$ cat src/rtl/pmod_pwm_dac.sv
// pmod_pwm_dac: multi-channel PWM / sigma-delta 1-bit audio DAC with a one-slot sample buffer
module pmod_pwm_dac #(
  parameter int WIDTH = 16,
  parameter int CH    = 2,
  parameter int RES   = 8
) (
  input  logic                clk,
  input  logic                rst,
  input  logic                enable,
  input  logic                mode,
  input  logic [CH*WIDTH-1:0] sample_in,
  input  logic                sample_valid,
  output logic                sample_ready,
  output logic [CH-1:0]       pwm_out,
  output logic                period_start
);
  localparam logic [RES-1:0] MID = {1'b1, {(RES-1){1'b0}}};
  logic [RES-1:0] cnt_q, cnt_d;
  logic pend_full_q, pend_full_d, act_mode_q, act_mode_d, start_d, last, accept;
  logic [CH-1:0][RES-1:0] duty, pend_q, pend_d, act_q, act_d, acc_q, acc_d;
  logic [CH-1:0] pwm_d;
  logic [RES:0] sum;
  for (genvar c = 0; c < CH; c++) begin : g_duty
    logic [WIDTH-1:0] ob;
    assign ob = {~sample_in[c*WIDTH+WIDTH-1], sample_in[c*WIDTH +: WIDTH-1]};
    assign duty[c] = RES'(ob >> (WIDTH-RES));
  end
  assign sample_ready = ~rst & ~pend_full_q;
  // next-state: period counter, buffer hand-off at the boundary, per-channel modulators
  always_comb begin
    last = enable && (cnt_q == '1);
    accept = sample_valid & sample_ready;
    cnt_d = enable ? cnt_q + 1'b1 : '0;
    pend_d = accept ? duty : pend_q;
    pend_full_d = last ? accept : (pend_full_q | accept);
    act_d = (last && pend_full_q) ? pend_q : act_q;
    act_mode_d = last ? mode : act_mode_q;
    start_d = enable && (cnt_q == '0);
    sum = '0;
    pwm_d = '0;
    acc_d = acc_q;
    for (int c = 0; c < CH; c++) begin
      sum = {1'b0, acc_q[c]} + {1'b0, act_q[c]};
      pwm_d[c] = enable & (act_mode_q ? sum[RES] : (cnt_q < act_q[c]));
      acc_d[c] = (!enable || (last && mode != act_mode_q)) ? '0 : act_mode_q ? sum[RES-1:0] : acc_q[c];
    end
  end
  // state registers with synchronous reset to midscale, PWM mode, empty slot
  always_ff @(posedge clk) begin
    if (rst) begin
      cnt_q <= '0;
      pend_full_q <= 1'b0;
      pend_q <= '0;
      act_q <= {CH{MID}};
      act_mode_q <= 1'b0;
      acc_q <= '0;
      pwm_out <= '0;
      period_start <= 1'b0;
    end else begin
      cnt_q <= cnt_d;
      pend_full_q <= pend_full_d;
      pend_q <= pend_d;
      act_q <= act_d;
      act_mode_q <= act_mode_d;
      acc_q <= acc_d;
      pwm_out <= pwm_d;
      period_start <= start_d;
    end
  end
endmodule

$ cat config.mk
export PLATFORM = sky130hd
export DESIGN_NAME = pmod_pwm_dac
export DESIGN_NICKNAME = d
export VERILOG_FILES = /design/src/rtl/pmod_pwm_dac.sv
export SDC_FILE = /design/constraint.sdc
export NUM_CORES = 1
export LEC_CHECK = 0
export BUFFER_PORTS_ARGS = -buffer_cell sky130_fd_sc_hd__buf_2
export CAP_MARGIN = 0
export CORE_AREA = 2 2 92 77
export DETAILED_ROUTE_END_ITERATION = 8
export DIE_AREA = 0 0 94 79
export PLACE_DENSITY = 0.83
export SLEW_MARGIN = 20
export SYNTH_ARGS = -nofsm -noshare
export SYNTH_HDL_FRONTEND = slang
export SYNTH_SLANG_ARGS = --single-unit
$ cat constraint.sdc
create_clock -name clk -period 1.9 [get_ports clk]
set_clock_uncertainty 0.15 [all_clocks]
set_input_delay 0.285 -clock clk [delete_from_list [all_inputs] [get_ports clk]]
set_output_delay 0.285 -clock clk [all_outputs]
set_load 0.05 [all_outputs]
Yosys cells after proc, flatten, opt, wreduce, memory -nomap -nowiden --
Cells that the tools add are included.
Storage, ports and cells: output and inout bits 4, input bits 37, flip-flop bits (word level) 61, logic and storage cells 40
Operators by class: bitwise operators 10, equal/unequal tests 2, reduce and logical (&&, ||, !) cells 9, add/sub/neg operators 3, muxes and demuxes 3, magnitude comparators 2
Operator list (count):
- $add 8x8->9 | 2
- $lt 8x8->1 | 2
- $add 8x1->8 const B | 1
- $eq 8x8->1 const B | 1
- $logic_not 8->1 | 1
- $not 1->1 | 5
- $and 1x1->1 | 4
- $logic_and 1x1->1 | 4
- $reduce_or 2->1 | 2
- $mux 1 | 3
- $logic_not 1->1 | 1
- $logic_or 1x1->1 | 1
- $ne 1x1->1 | 1
- $or 1x1->1 | 1

Longest topological paths before layout --
depth after elaboration 5, gate-level depth with buffers 8, gate-level depth less buffers 7

Worst setup path after synthesis --
Ideal clock, no wire load.
path type register to register, start point register act_q[8] (netlist name), end point register acc_q[14] (netlist name), data required time 1.680 ns, arrival 1.823 ns, library setup time 0.070 ns, path slack -0.143 ns, buffers on the path 0, cell stages (with the launch flop) 8, cell sequence dfxtp_1 ha_1 fa_1 a21o_1 a211oi_1 o2111ai_1 o41a_1 a21oi_1
On the way: longest elaborated chain between the ends 1
Ends and longest elaborated chain:
- start: declaration | line 20 | logic [CH-1:0][RES-1:0] duty, pend_q, pend_d, act_q, act_d, acc_q, acc_d;
- start signal: assignment | line 54 | act_q <= {CH{MID}};
- start signal: assignment | line 63 | act_q <= act_d;
- $add 8x8->9 | line 43 | sum = {1'b0, acc_q[c]} + {1'b0, act_q[c]};
- end signal: assignment | line 56 | acc_q <= '0;
- end signal: assignment | line 65 | acc_q <= acc_d;
- end: declaration | line 20
Every way passes these cells. A chain may end at the register's enable or synchronous reset.

Worst setup path after layout --
start point register acc_q[0] (netlist name), end point register acc_q[6] (netlist name)
On the way: longest elaborated chain between the ends 1
Ends and longest elaborated chain (line):
- $add 8x8->9 | 43
Every way passes these cells.

==> impl_metrics.toml <==
[status]
status = "finished with violations"
violations = "negative setup slack"

[power_and_ir_drop]
leakage_uw = 0.00170
vdd_drop_max_mv = 0.445
power_density_nw_per_um2 = 668

[cts]
clk_pin_slew_worst_paths_ps = 70
cts_tree = "built"
htreeDepth = 3
max-clock-path-buffers = 2
cts_sinks = 61
cts-root-buf = "clkbuf_8"
cts_inserted_buffers = 9
clock_latency_ps = 340

[yosys]
yosys.cell_types.count = 42
syn_avg_cell_area_um2 = 8.49
synth-seq-cells = 61
synth_area_leader_cell = "dfxtp_1"
yosysWarnings = 0
synth_edf_count = 0
async_flop_share_pct = 0
post_synth_main_area_contributors = "dfxtp_1, ha_1, nand2_1, a21oi_1, o21ai_0"
yosysSeqAreaShare_pct = 37.2
synthCells = 387
syn_area_um2 = 3290
synth.top_cell.area_share_pct = 37.2
synth_top_flop_cell = "dfxtp_1"
synth_fp_nets = 458

[final_layout]
layout_commonest_cell = "nand2_1"
final_layout_size_suffix_gt1_share_pct = 23.3
num-fill-cells = 526
seqCellArea_um2 = 1230
antenna-diode-count = 0
fin_util_pct = 62.8
areaGrowthSynthToFinish_pct = 25.8
nets = 521
multiInputGateArea_um2 = 1970
final_cell_mix = "nand2_1, dfxtp_1, a21oi_1"

[global_route]
gr-usage-met2_pct = 42.2
grt_pass1_vias = 2999
grt_pass1_wl_um = 13500
grt_use_met1_pct = 25.6
grt_overflow = 0
antenna_found_initial = 0
busiest_layer = "met2"
gr-usage-all-layers_pct = 23.2
grt_max_degree = 22
grtUsageMet3_pct = 5.88

[detailed_routing]
first_pass_iters = 4
dr.first_iter.drc_count = 157
wl_per_cell_um = 15.2
vias = 2978
avgViaCountPerCell = 5.49
postRouteAntennaNets = 0
drc_errors = 0
drt-total-wl_um = 8220

[placement]
io_buffers = 24
dp_hpwl_um = 5350
gp_congestion = 0.823

[floorplan]
die_h_um = 79
num_rows = 27
dieArea_um2 = 7430
die_x_um = 94
initial_core_util_pct = 49.9
pin_count = 41
coreArea_um2 = 6590

[sta]
final-hold-violation-count = 0
slew_violations = 0
relSlewSlack_pct = 62.0
finalSetupViolCount = 2
period_share_pct = 103
setup_ws_ps = -62.8
tightest_slew_ps = 569
grt_setup_unrepaired = "yes"
max_clock_freq_mhz = 509
period_needed_ps = 1960
tns_ps = -86.6

[critical_path]
worstPathRequired_ps = 2020
critical_path.max_fanout = 3
cp-start-kind = "flip-flop"
cp-end-kind = "flip-flop"
cp.arrival_ps = 2090
crit_type = "flip-flop to flip-flop"

[hold_path]
hp-class = "input pin to flip-flop"

[run]
cap_violations = 0
[power breakdown]
part,internal (µW),leakage (µW),switching [µW]
sequential,1310,0.000501,17.6
clock,739,0.000110,535
combinational,75.7,0.00109,87.2
[critical path, cell delays in order (launching register included)]
cell	delay [ps]
dfxtp_2	340
ha_4	170
fa_2	370
a21o_1	210
a211oi_4	250
o2111ai_1	150
o41a_1	140
a21oi_1	120
[stage by stage]
step | cell area [µm²] | setup WS (ps) | hold WS, ps | total power, µW | std cells
finish | 4140 | -62.8 | 37.4 | 2760 | 542
global placement | 3630 | -67.9 | 290 | 1480 | 509
CTS | 4050 | -100 | 13.0 | 2770 | 541
detailed placement | 3630 | -120 | 300 | 1490 | 509
global route | 4140 | -113 | 23.2 | 2850 | 542
floorplan | 3300 | -31.9 | 231 | 1440 | 387
[layer usage]
metal  routed length (µm)  up-vias
met4                  179        0
met3                  378       20
met2                 4200       74
met1                 3460     1415
met5                    0        -
li1                     -     1469
[cells by family (layout without fill, tap and decap cells)]
logic type	Yosys count	in the layout	synth area share, %
and+or+nand+nor	130	130	18.2
AOI/OAI and AO/OA	99	99	18.6
DFF	61	61	37.2
buffers and inverters	43	111	6.89
adders and majority gates	34	34	13.4
muxes	11	11	3.35
xor gates and xnor gates	9	9	2.40
[layout make-up]
class	instances	area share [%]
multi-input cells	283	47.6
flip-flops and latches	61	29.9
repair buffers	70	12.5
clock buffers	10	3.09
well taps	87	2.63
inverters	25	2.27
clock inverters	6	2.12
[final timing paths]
| path | from | to | slack [ps] | depth (start not counted) |
|---|---|---|---|---|
| min | sample_in[30] | pend_q[14] | 40 | 3 |
| min reg2reg | cnt_q[0] | cnt_q[0] | 300 | 1 |
| max | acc_q[0] | acc_q[6] | -60 | 7 |
| max reg2reg | acc_q[0] | acc_q[6] | -60 | 7 |
[registers in the layout (all words and copies together) (netlist names)]
register	cells
pend_full_q	1
acc_q	16
pend_q	16
act_q	16
period_start	1
act_mode_q	1
cnt_q	8
pwm_out	2
[synth_stat cells (2+ instances only)]
cell / instances
dfxtp_1: 61
nand2_1: 57
a21oi_1: 33
ha_1: 32
o21ai_0: 30
nor2_1: 28
inv_1: 25
nand2b_1: 15
mux2i_1: 11
a211oi_1: 10
a21o_1: 8
nor3_1: 7
and3_1: 6
clkbuf_1: 6
xnor2_1: 6
buf_2: 5
nand3_1: 5
o2111ai_1: 4
xor2_1: 3
a21boi_0: 2
a221oi_1: 2
a2bb2oi_1: 2
a311oi_1: 2
and2_1: 2
buf_4: 2
buf_6: 2
clkbuf_8: 2
fa_1: 2
nand3b_1: 2
o31ai_1: 2
o41a_1: 2
[what timing repair did]
item,CTS,global route
hold buffers,15,0
endpoints found under the setup margin,7,29
pin swaps,12,9
buffers inserted,1,1
gates resized for setup,13,20
endpoints found under the hold margin,15,0
(Power assumes the default switching activity.)
